`config.mk`:
```
export PLATFORM = sky130hd
export DESIGN_NAME = spi_arbiter
export DESIGN_NICKNAME = d
export VERILOG_FILES = /design/src/rtl/spi_arbiter.sv
export SDC_FILE = /design/constraint.sdc
export NUM_CORES = 1
export LEC_CHECK = 0
export BUFFER_PORTS_ARGS = -buffer_cell sky130_fd_sc_hd__buf_2
export CORE_ASPECT_RATIO = 1.75
export CORE_MARGIN = 2
export CORE_UTILIZATION = 53
export DETAILED_ROUTE_END_ITERATION = 6
export GPL_ROUTABILITY_DRIVEN = 0
export PLACE_DENSITY = 0.95
export SLEW_MARGIN = 10
export SYNTH_ARGS = -nofsm -noshare
export SYNTH_HDL_FRONTEND = slang
export SYNTH_SLANG_ARGS = --single-unit
```
`constraint.sdc`:
```
create_clock -name clk -period 4.27 [get_ports clk]
set_clock_uncertainty 0.15 [all_clocks]
set_input_delay 0.854 -clock clk [delete_from_list [all_inputs] [get_ports clk]]
set_output_delay 0.854 -clock clk [all_outputs]
set_load 0.005 [all_outputs]
```
`src/rtl/spi_arbiter.sv`:
```
// Round-robin arbiter sharing one SPI master between three requesters.
// One transaction per grant: launch pulse, wait for SPI_done or timeout, then done/err pulse.
module spi_arbiter #(
    parameter int TIMEOUT_CYC = 1024,
    parameter int TO_W        = 10
) (
    input  logic        clk,
    input  logic        rst_n,

    input  logic        req0_req,
    input  logic [15:0] req0_data,
    input  logic [2:0]  req0_ss,
    output logic        req0_done,
    output logic        req0_err,

    input  logic        req1_req,
    input  logic [15:0] req1_data,
    input  logic [2:0]  req1_ss,
    output logic        req1_done,
    output logic        req1_err,

    input  logic        req2_req,
    input  logic [15:0] req2_data,
    input  logic [2:0]  req2_ss,
    output logic        req2_done,
    output logic        req2_err,

    output logic [7:0]  rd_data,
    output logic [15:0] SPI_data,
    output logic [2:0]  ss,
    output logic        wrt_SPI,
    input  logic        SPI_done,
    input  logic [7:0]  EEP_data,
    output logic        busy
);

    localparam logic [1:0] IDLE   = 2'd0;
    localparam logic [1:0] LAUNCH = 2'd1;
    localparam logic [1:0] WAIT   = 2'd2;
    localparam logic [1:0] DONE   = 2'd3;

    logic [1:0]      r_state;
    logic [15:0]     r_spi_data;
    logic [2:0]      r_ss;
    logic [1:0]      r_grant;
    logic [1:0]      r_last;
    logic [TO_W-1:0] r_cnt;
    logic            r_err;
    logic [7:0]      r_rd_data;

    logic [2:0]      w_req;
    logic [15:0]     w_data [3];
    logic [2:0]      w_ss   [3];
    logic [1:0]      w_cand [3];
    logic            w_any;
    logic [1:0]      w_win;
    logic [2:0]      w_done;
    logic [2:0]      w_err;
    logic            w_timeout;

    // Index of the requester that sits 'off' places after 'last' in the 0->1->2 ring.
    function automatic logic [1:0] rr_idx(input logic [1:0] last, input logic [1:0] off);
        logic [2:0] sum;
        sum = {1'b0, last} + {1'b0, off};
        if (sum >= 3'd3) begin
            sum = sum - 3'd3;
        end
        return sum[1:0];
    endfunction

    assign w_req     = {req2_req, req1_req, req0_req};
    assign w_data[0] = req0_data;
    assign w_data[1] = req1_data;
    assign w_data[2] = req2_data;
    assign w_ss[0]   = req0_ss;
    assign w_ss[1]   = req1_ss;
    assign w_ss[2]   = req2_ss;

    generate
        for (genvar gi = 0; gi < 3; gi++) begin : g_cand
            assign w_cand[gi] = rr_idx(r_last, 2'(gi + 1));
        end
    endgenerate

    // Scan from the lowest priority upward so the requester right after r_last wins.
    always_comb begin
        w_any = 1'b0;
        w_win = 2'd0;
        for (int k = 3; k >= 1; k--) begin
            if (w_req[w_cand[k-1]]) begin
                w_any = 1'b1;
                w_win = w_cand[k-1];
            end
        end
    end

    assign w_timeout = (r_cnt == TO_W'(TIMEOUT_CYC - 1));

    always_ff @(posedge clk or negedge rst_n) begin
        if (!rst_n) begin
            r_state    <= IDLE;
            r_spi_data <= 16'h0000;
            r_ss       <= 3'b000;
            r_grant    <= 2'd0;
            r_last     <= 2'd2;
            r_cnt      <= '0;
            r_err      <= 1'b0;
            r_rd_data  <= 8'h00;
        end else begin
            case (r_state)
                IDLE: begin
                    if (w_any) begin
                        r_spi_data <= w_data[w_win];
                        r_ss       <= w_ss[w_win];
                        r_grant    <= w_win;
                        r_state    <= LAUNCH;
                    end
                end
                LAUNCH: begin
                    r_cnt   <= '0;
                    r_err   <= 1'b0;
                    r_state <= WAIT;
                end
                WAIT: begin
                    r_cnt <= r_cnt + 1'b1;
                    // A completion in the expiry cycle still counts as success.
                    if (SPI_done) begin
                        r_rd_data <= EEP_data;
                        r_state   <= DONE;
                    end else if (w_timeout) begin
                        r_err   <= 1'b1;
                        r_state <= DONE;
                    end
                end
                DONE: begin
                    r_last  <= r_grant;
                    r_state <= IDLE;
                end
                default: begin
                    r_state <= IDLE;
                end
            endcase
        end
    end

    generate
        for (genvar gi = 0; gi < 3; gi++) begin : g_done
            assign w_done[gi] = (r_state == DONE) && (r_grant == 2'(gi));
            assign w_err[gi]  = w_done[gi] && r_err;
        end
    endgenerate

    assign req0_done = w_done[0];
    assign req1_done = w_done[1];
    assign req2_done = w_done[2];
    assign req0_err  = w_err[0];
    assign req1_err  = w_err[1];
    assign req2_err  = w_err[2];

    assign rd_data  = r_rd_data;
    assign SPI_data = r_spi_data;
    assign ss       = r_ss;
    assign wrt_SPI  = (r_state == LAUNCH);
    assign busy     = (r_state != IDLE);

endmodule

```
==> results.md, run 1 <==
- Worst slack at placement: 1.09 ns
- Fill cells: 395
- Vias: 2782
- Worst-path cell chain: inv_1 -> ha_1 -> nand3b_1 -> o21ai_0 -> a211oi_4 -> a221oi_1 -> o21ai_0
- Seq/Total Area, Yosys: 40.0%
- Final Critical Period: 2.93 ns
- Port bufs: 105
- First-pass GRT wire length: 11.3 mm
- Initial Utilization: 55.4%
- Die area: 5820 sq um
- Count of cell types in the netlist: 41
- Most frequent cells in the layout: buf_2 (105), o21ai_0 (54), dfrtp_1 (43)
- Syn Nets: 393
- Core footprint: 4980 sq um
- Crit path kind: flip-flop to flip-flop
- Worst path arrival time: 3.00 ns
- Worst Path Required: 4.34 ns
- Cts repair resizes: 0
- Final HPWL DP: 5.31 mm
- Rows: 34
- Unrepaired setup endpoints after global routing: no
- Die height: 99.4 microns
- Total setup buffers inserted after CTS: 0
- Hold Crit Class: flip-flop to flip-flop
- CTS Buffer Depth: 2
- H-tree depth: 2
- R2R Path End: SPI_data[6]
- Post-synth EDFFs: 0
- TritonCTS clock tree: built
- DRC: 0
- Number of global-route vias before repair: 2571
- CP max-delay cell: a211oi_4
- CTS buffer count: 5
- Detail Route Antenna Nets: 0
- GRT Util Overall: 24.7%
- Kind of cell adding the most delay to the critical path: compound AO/OA/AOI/OAI gates
- Final period util: 68.6%
- Critical path startpoint category: flip-flop
- Worst-Margin Slew: 1.18 ns
- Mapped Area: 2760 sq um
- Stages on the worst setup path: 7
- CTS Hold Bufs: 0
- Initial antenna violation count: 0
- Max-cap violation count: 0
- Clock-pin slew on the worst setup and hold paths: 0.09 ns
- Share of cells above drive strength 1: 34.1%
- Area Growth Syn to Fin: 21.8%
- Worst skew pair latency: 0.29 ns
- Routed vias/inst: 6.02
- Ys async rst share: 100%
- Cell mode on critical path: o21ai_0
- NumNets Final: 486
- Cells after synthesis: 314
- Remaining global-route overflow: 0
- Pleak: 1.57 nW
- Cell Pwr Density: 656 nW/um^2
- Setup crit end: SPI_data[6]
- Origin of the critical flop-to-flop path: r_last[1]
- Largest net degree at the start of global routing: 45
- Crit path from: r_last[1]
- Setup tns final: 0 ns
- Ant diodes: 0
- Pwr Total: 0.00220 W
- Final setup viols: 0
- Slowest cell delay on critical path: 0.92 ns
- Post-synth top flop: dfrtp_1
- Achievable Freq: 341 MHz
- Slew Limit Fails: 0
- Worst VDD drop: 0.467 mV
- Width of the chip: 58.5 microns
- Ys Warns: 0
- Initial DRC count: 93
- Worst rel slew slack: 21.0%
- Fin. Hold Viols: 0
- Reg-to-reg slack, setup: 1.34 ns
- Critical path endpoint category: flip-flop
- Drt pass-1 iters: 4
- CP Max Fanout: 20
- FF+latch count, synth: 44
- Clock sink total: 44
- Synth Area per Inst: 8.79 sq um
- Fin worst setup slack: 1.34 ns
- Worst r2r path cells: 7
- Final WL: 7.14 mm
- Wirelength per Cell: 15.5 microns
- Status: complete, no violations
- I/O pin cnt: 106
- Clk Tree Root Cell: clkbuf_8
- Buf/Inv on CP: 1
- Commonest non-fill, non-tap cell in the layout: buf_2
area by class of cell:
type	count	area (sq um)	area share (%)
multi-input cells	237	1510	45.0
flip-flops and latches	44	1100	32.8
repair buffers	108	548	16.3
clock buffers	8	90.1	2.68
well taps	54	67.6	2.01
inverters	11	41.3	1.23
cells by family after synthesis:
kind of cell             Yosys count  share of synthesized area [%]
multiplexers                       9                           3.67
AND/OR/NAND/NOR                   88                           16.4
buffers and inverters             33                           5.71
AO/OA/AOI/OAI                    128                           29.4
XOR/XNOR                           4                           1.27
flip-flops                        44                           40.0
adder cells (fa/ha/maj)            8                           3.63
layer usage:
metal / GRT usage (%) / up-vias / wire length (microns)
met3: 3.64 / 19 / 344
met4: 12.2 / 0 / 220
met5: 0 / - / 0
li1: - / 1316 / -
met2: 43.1 / 112 / 3880
met1: 28.3 / 1335 / 2700
worst min path at each step:
stage / startpoint / to / cells past startpoint
global route: rd_data[5] / rd_data[5] / 1
detailed placement: SPI_data[1] / SPI_data[1] / 2
global placement: ss[0] / ss[0] / 2
floorplan: r_grant[1] / r_grant[1] / 2
finish: SPI_data[1] / SPI_data[1] / 2
CTS: SPI_data[1] / SPI_data[1] / 2
power by group:
part           internal [W]  switching [W]  total [W]
Clock              0.000132       0.000138   0.000270
Combinational      0.000506       0.000745    0.00125
Sequential         0.000592      0.0000921   0.000684
registers in the layout, indices dropped and copies added, names as in the netlist:
| register | count |
|---|---|
| SPI_data | 16 |
| r_cnt | 10 |
| rd_data | 8 |
| ss | 3 |
| r_grant | 2 |
| r_last | 2 |
| r_state | 2 |
| r_err | 1 |
cells in the mapped netlist (all sizes together), types with 3 or more instances:
| cell type | n | area [sq um] |
|---|---|---|
| buf | 10 | 71.3 |
| dfrtp | 43 | 1080 |
| xor2 | 3 | 26.3 |
| mux2 | 9 | 101 |
| nor2b | 22 | 138 |
| nand3 | 4 | 20.0 |
| nand2 | 30 | 113 |
| or3 | 3 | 18.8 |
| nor2 | 12 | 45.0 |
| and3 | 3 | 18.8 |
| clkbuf | 12 | 45.0 |
| a221oi | 19 | 229 |
| a21oi | 27 | 135 |
| inv | 11 | 41.3 |
| nand4 | 3 | 18.8 |
| o21ai | 70 | 350 |
| ha | 8 | 100 |
through the flow:
step           hold WS (ns)  util (%)  area (sq um)  cells
5_1_grt               0.367      67.5          3360    462
6_report              0.332      67.5          3360    462
3_3_place_gp          0.317      65.7          3270    454
4_1_cts               0.339      67.5          3360    462
3_5_place_dp          0.321      65.7          3270    454
2_1_floorplan         0.313         -          2760    314
tightest hold or removal path, cell delays in order (launching register included):
cell and delay [ns]:
dfrtp_1 0.34, nand2_1 0.05, o21ai_1 0.06
Note: power is estimated with default switching activity, not from simulation.
==> run 2, diff against run 1 <==
Settings changed: ABC_AREA set to 1, CORE_UTILIZATION 53 to 44, PLACE_DENSITY 0.95 to 0.85.
Clock period 4.27 ns to 2.6 ns, I/O delays scaled along.
==> results.md, run 2 <==
- Setup tns final: 0 ns
- Ys async rst share: 100%
- Remaining global-route overflow: 0
- Critical path endpoint category: flip-flop
- Port bufs: 105
- GRT Util Overall: 21.9%
- Count leader, synth: nand2_1
- Share of cells above drive strength 1: 31.2%
- Slowest cell delay on critical path: 0.55 ns
- Syn Nets: 441
- Worst Path Required: 2.65 ns
- CP Max Fanout: 14
- Crit path kind: flip-flop to flip-flop
- CTS buffer count: 5
- Ant diodes: 0
- Worst rel slew slack: 62.1%
- Clk Tree Root Cell: clkbuf_8
- Width of the chip: 62.9 microns
- Final HPWL DP: 5.48 mm
- Pleak: 1.93 nW
- Area of the multi-input gates: 1320 sq um
- Pwr Total: 0.00425 W
- Synth top area share: 40.3%
- Initial Utilization: 45.5%
- FF+latch count, synth: 44
- Storage cell area: 1100 sq um
- Worst skew pair latency: 0.29 ns
- Slew Limit Fails: 0
- Die height: 107 microns
- Rows: 37
- Seq/Total Area, Yosys: 41.2%
- Max-cap violation count: 0
- Mapped Area: 2670 sq um
- Wirelength per Cell: 13.1 microns
- Buf/Inv on CP: 2
- Detail Route Antenna Nets: 0
- Synth Area per Inst: 7.38 sq um
- Count of cell types in the netlist: 26
- Commonest cells in the netlist: nand2_1 (127), nand3_1 (55), inv_1 (45)
- CP max-delay cell: dfstp_2
- Worst VDD drop: 0.602 mV
- Critical path startpoint category: flip-flop
- TritonCTS clock tree: built
- Core footprint: 5880 sq um
- First-pass GRT wire length: 11.9 mm
- I/O pin cnt: 106
- Largest register FFs: 16
- NumNets Final: 549
- Final Critical Period: 2.44 ns
- Initial DRC count: 168
- Post-synth EDFFs: 0
- Final WL: 7.17 mm
- Routed vias/inst: 4.97
- Post-synth top flop: dfrtp_1
- Clock-pin slew on the worst setup and hold paths: 0.09 ns
- WHS: 0.140 ns
- Worst-Margin Slew: 0.568 ns
- Number of global-route vias before repair: 2708
- Drt pass-1 iters: 4
- Fin. Hold Viols: 0
- Commonest non-fill, non-tap cell in the layout: nand2_1
- Vias: 2727
- Hold Crit Class: input port to asynchronous set/reset pin
- Total setup buffers inserted after CTS: 0
- Die area: 6740 sq um
- Achievable Freq: 410 MHz
- H-tree depth: 2
- DRC: 0
- Cell Pwr Density: 1260 nW/um^2
- Cts repair resizes: 0
- Worst-path cell chain: inv_1 -> ha_2 -> nand2_1 -> nand3_2 -> nand2_2 -> a21oi_2 -> buf_4 -> nand3_1 -> nand3_1 -> nand2_1 -> nand2_1 -> nand2_1
- Cells after synthesis: 362
- Fill cells: 569
- Synth top area cells: dfrtp_1 (40%), nand2_1 (18%), nand3_1 (10%), inv_1 (6.3%), ha_1 (3.7%)
- Kind of cell adding the most delay to the critical path: simple AND/OR/NAND/NOR gates
- Cell mode on critical path: nand2_1
- Worst path arrival time: 2.49 ns
- Final setup viols: 0
- Most frequent cells in the layout: nand2_1 (126), buf_2 (105), nand3_1 (55)
- Final period util: 93.7%
- Yosys top cell by area: dfrtp_1
- Area Growth Syn to Fin: 26.0%
- Status: complete, no violations
- Largest net degree at the start of global routing: 45
- Clock sink total: 44
- CTS Buffer Depth: 2
- Initial antenna violation count: 0
- Ys Warns: 0
- CTS Hold Bufs: 0
run 2: cell types whose count changed after synthesis, sizes merged, moves of 3 or more:
| cell | before | now |
|---|---|---|
| a21oi | 27 | 13 |
| xor2 | 3 | 0 |
| o21ai | 70 | 9 |
| inv | 11 | 47 |
| and3 | 3 | 0 |
| nand3 | 4 | 59 |
| clkbuf | 12 | 0 |
| or3 | 3 | 0 |
| a221oi | 19 | 0 |
| nor2b | 22 | 0 |
| nand2 | 30 | 133 |
| nor2 | 12 | 17 |
run 2: kinds of logic after synthesis:
| group | Yosys count | synth area share [%] |
|---|---|---|
| AOI/OAI and AO/OA | 25 | 5.29 |
| adders and majority gates | 8 | 3.75 |
| buffers and inverters | 58 | 10.2 |
| DFF | 44 | 41.2 |
| muxes | 8 | 3.37 |
| and+or+nand+nor | 219 | 36.1 |
run 2: metal layers:
metal | up-vias | wire length (microns) | track usage, %
met3 | 10 | 414 | 3.67
met1 | 1244 | 2780 | 24.6
li1 | 1372 | - | -
met4 | 0 | 106 | 8.41
met2 | 101 | 3870 | 40.5
met5 | - | 0 | 0
run 2: worst reg2reg max path, cell delays in order (launching register included):
cell	delay, ns
dfstp_2	0.55
inv_1	0.07
ha_2	0.44
nand2_1	0.12
nand3_2	0.11
nand2_2	0.09
a21oi_2	0.23
buf_4	0.25
nand3_1	0.11
nand3_1	0.09
nand2_1	0.05
nand2_1	0.05
nand2_1	0.04
run 2: final cells by class:
class | instances | share of cell area (%)
Multi-Input combinational cell | 260 | 39.1
Timing Repair Buffer | 111 | 16.9
Clock buffer | 7 | 2.56
Inverter | 47 | 5.35
Timing Repair inverter | 1 | 0.223
Clock inverter | 1 | 0.223
Tap cell | 78 | 2.90
Sequential cell | 44 | 32.7
run 2: final timing paths:
check	startpoint	endpoint	slack [ns]	depth (start not counted)
min in group clk	req2_data[3]	SPI_data[3]	0.29	3
setup / recovery	r_last[1]	SPI_data[2]	0.16	12
max in group asynchronous	rst_n	rd_data[6]	1.76	2
setup reg to reg	r_last[1]	SPI_data[2]	0.16	12
hold / removal	rst_n	r_cnt[7]	0.14	2
hold reg to reg	SPI_data[13]	SPI_data[13]	0.35	2
run 2: stage by stage:
stage	instance area (sq um)	util, %	cells	setup slack, ns
floorplan	2670	-	362	0.499
global placement	3240	55.2	540	0.188
detailed placement	3240	55.2	540	0.0643
CTS	3340	56.8	548	0.0224
global route	3370	57.3	549	-0.00848
finish	3370	57.3	549	0.163
run 2: where the power goes:
group | total (W) | internal (W) | switching [W]
Combinational | 0.00264 | 0.000981 | 0.00166
Clock | 0.000454 | 0.000216 | 0.000237
Sequential | 0.00116 | 0.000979 | 0.000179
Total | 0.00425 | 0.00218 | 0.00208
==> run 3, diff against run 2 <==
Settings changed: GPL_TIMING_DRIVEN set to 0, MAX_ROUTING_LAYER set to met4.
==> results.md, run 3 (synthesized netlist as in run 2, its figures left out) <==
- Buf/Inv on CP: 5
- I/O pin cnt: 106
- Port bufs: 105
- Kind of cell adding the most delay to the critical path: buffers and inverters
- Worst skew pair latency: 0.30 ns
- Wirelength per Cell: 12.8 microns
- Final period util: 89.7%
- CTS Buffer Depth: 2
- Drt pass-1 iters: 4
- Cts repair resizes: 0
- Worst-path cell chain: inv_1 -> ha_1 -> buf_6 -> inv_2 -> nand2_2 -> nand3_2 -> nand2_2 -> nand3_2 -> buf_2 -> buf_6 -> nand3_1 -> nand2_1 -> nand2_1 -> nand3_1
- Status: complete, no violations
- Total setup buffers inserted after CTS: 0
- DRC: 0
- Hold Crit Class: input port to asynchronous set/reset pin
- Worst rel slew slack: 33.6%
- Final instance area: 3390 sq um
- Worst Path Required: 2.69 ns
- Final WL: 7.07 mm
- Vias: 2767
- Worst-Margin Slew: 0.996 ns
- Max-cap violation count: 0
- Share of cells above drive strength 1: 31.4%
- CTS buffer count: 5
- Cell Pwr Density: 1270 nW/um^2
- Ant diodes: 0
- Pleak: 1.97 nW
- Final HPWL DP: 5.48 mm
- Routed vias/inst: 5.00
- Post-layout util: 57.6%
- First-pass GRT wire length: 11.7 mm
- Width of the chip: 62.9 microns
- TritonCTS clock tree: built
- CP max-delay cell: dfstp_2
- Die height: 107 microns
- Clk Tree Root Cell: clkbuf_8
- Fin. Hold Viols: 0
- Remaining global-route overflow: 0
- Most frequent cells in the layout: nand2_1 (127), buf_2 (110), nand3_1 (55)
- H-tree depth: 2
- Worst path arrival time: 2.42 ns
- Rows: 37
- CTS Hold Bufs: 0
- Detail Route Antenna Nets: 0
- Pwr Total: 0.00431 W
- Number of global-route vias before repair: 2675
- Clock sink total: 44
- Slew Limit Fails: 0
- Critical path startpoint category: flip-flop
- NumNets Final: 553
- Die area: 6740 sq um
- Placed instance area: 3300 sq um
- Initial Utilization: 45.5%
- Reg-to-reg slack, setup: 0.27 ns
- Initial antenna violation count: 0
- Core footprint: 5880 sq um
- Commonest non-fill, non-tap cell in the layout: nand2_1
- Final setup viols: 0
- Worst VDD drop: 0.568 mV
- Fin worst setup slack: 0.268 ns
- Area Growth Syn to Fin: 26.8%
- Achievable Freq: 429 MHz
- Largest net degree at the start of global routing: 45
- Slowest cell delay on critical path: 0.54 ns
- GRT Util Overall: 22.2%
- Clock-pin slew on the worst setup and hold paths: 0.09 ns
- CP Max Fanout: 10
- Worst slack at placement: 0.288 ns
- Largest register FFs: 16
- Final Critical Period: 2.33 ns
- Unrepaired setup endpoints after global routing: no
- Setup tns final: 0 ns
- Initial DRC count: 149
- Critical path endpoint category: flip-flop
- Crit path kind: flip-flop to flip-flop
- Fill cells: 576
==> run 3: cell count changes in the layout (fill, tap and decap cells not counted), moves of 2 or more <==
cell and change:
buf_6 +5, buf_4 -6, clkinvlp_4 -3, clkinv_2 +2, buf_2 +5
==> run 3: layout make-up <==
cell class / count / area (sq um) / share of cell area [%]
clock inverter: 2 / 10.0 / 0.295
buffer: 11 / 96.3 / 2.84
sequential: 44 / 1100 / 32.5
timing repair buffer: 105 / 526 / 15.5
inverter: 47 / 176 / 5.21
tap: 78 / 97.6 / 2.88
clock buffer: 6 / 82.6 / 2.44
multi-input combinational: 260 / 1300 / 38.3
==> run 3: layer usage <==
| layer | vias to the layer above | track usage [%] | part of all wire, % |
|---|---|---|---|
| li1 | 1374 | - | - |
| met5 | - | - | 0 |
| met3 | 13 | 2.62 | 4.2 |
| met2 | 89 | 41.5 | 56 |
| met1 | 1291 | 22.8 | 38 |
| met4 | 0 | 10.2 | 1.9 |
==> run 3: final timing paths <==
| path | start | to | cells past startpoint |
|---|---|---|---|
| max in group asynchronous | rst_n | SPI_data[8] | 1 |
| min in group clk | req2_data[11] | SPI_data[11] | 3 |
| worst min-delay path | rst_n | r_cnt[9] | 1 |
| worst min register to register | SPI_data[15] | SPI_data[15] | 2 |
| worst max-delay path | r_last[1] | SPI_data[11] | 14 |
| worst max register to register | r_last[1] | SPI_data[11] | 14 |
==> run 3: report_power, final <==
group | internal, W | switching, W | leakage (nW) | total (W)
clock network | 0.000212 | 0.000236 | 0.0510 | 0.000448
logic | 0.00105 | 0.00167 | 1.37 | 0.00272
registers | 0.000979 | 0.000159 | 0.555 | 0.00114
total | 0.00224 | 0.00206 | 1.97 | 0.00431
==> run 3: through the flow <==
stage / hold slack [ns] / instances
after floorplan: 0.0744 / 362
after global placement: 0.308 / 545
after detailed placement: 0.314 / 545
after CTS: 0.263 / 553
after global routing: 0.294 / 553
final: 0.233 / 553
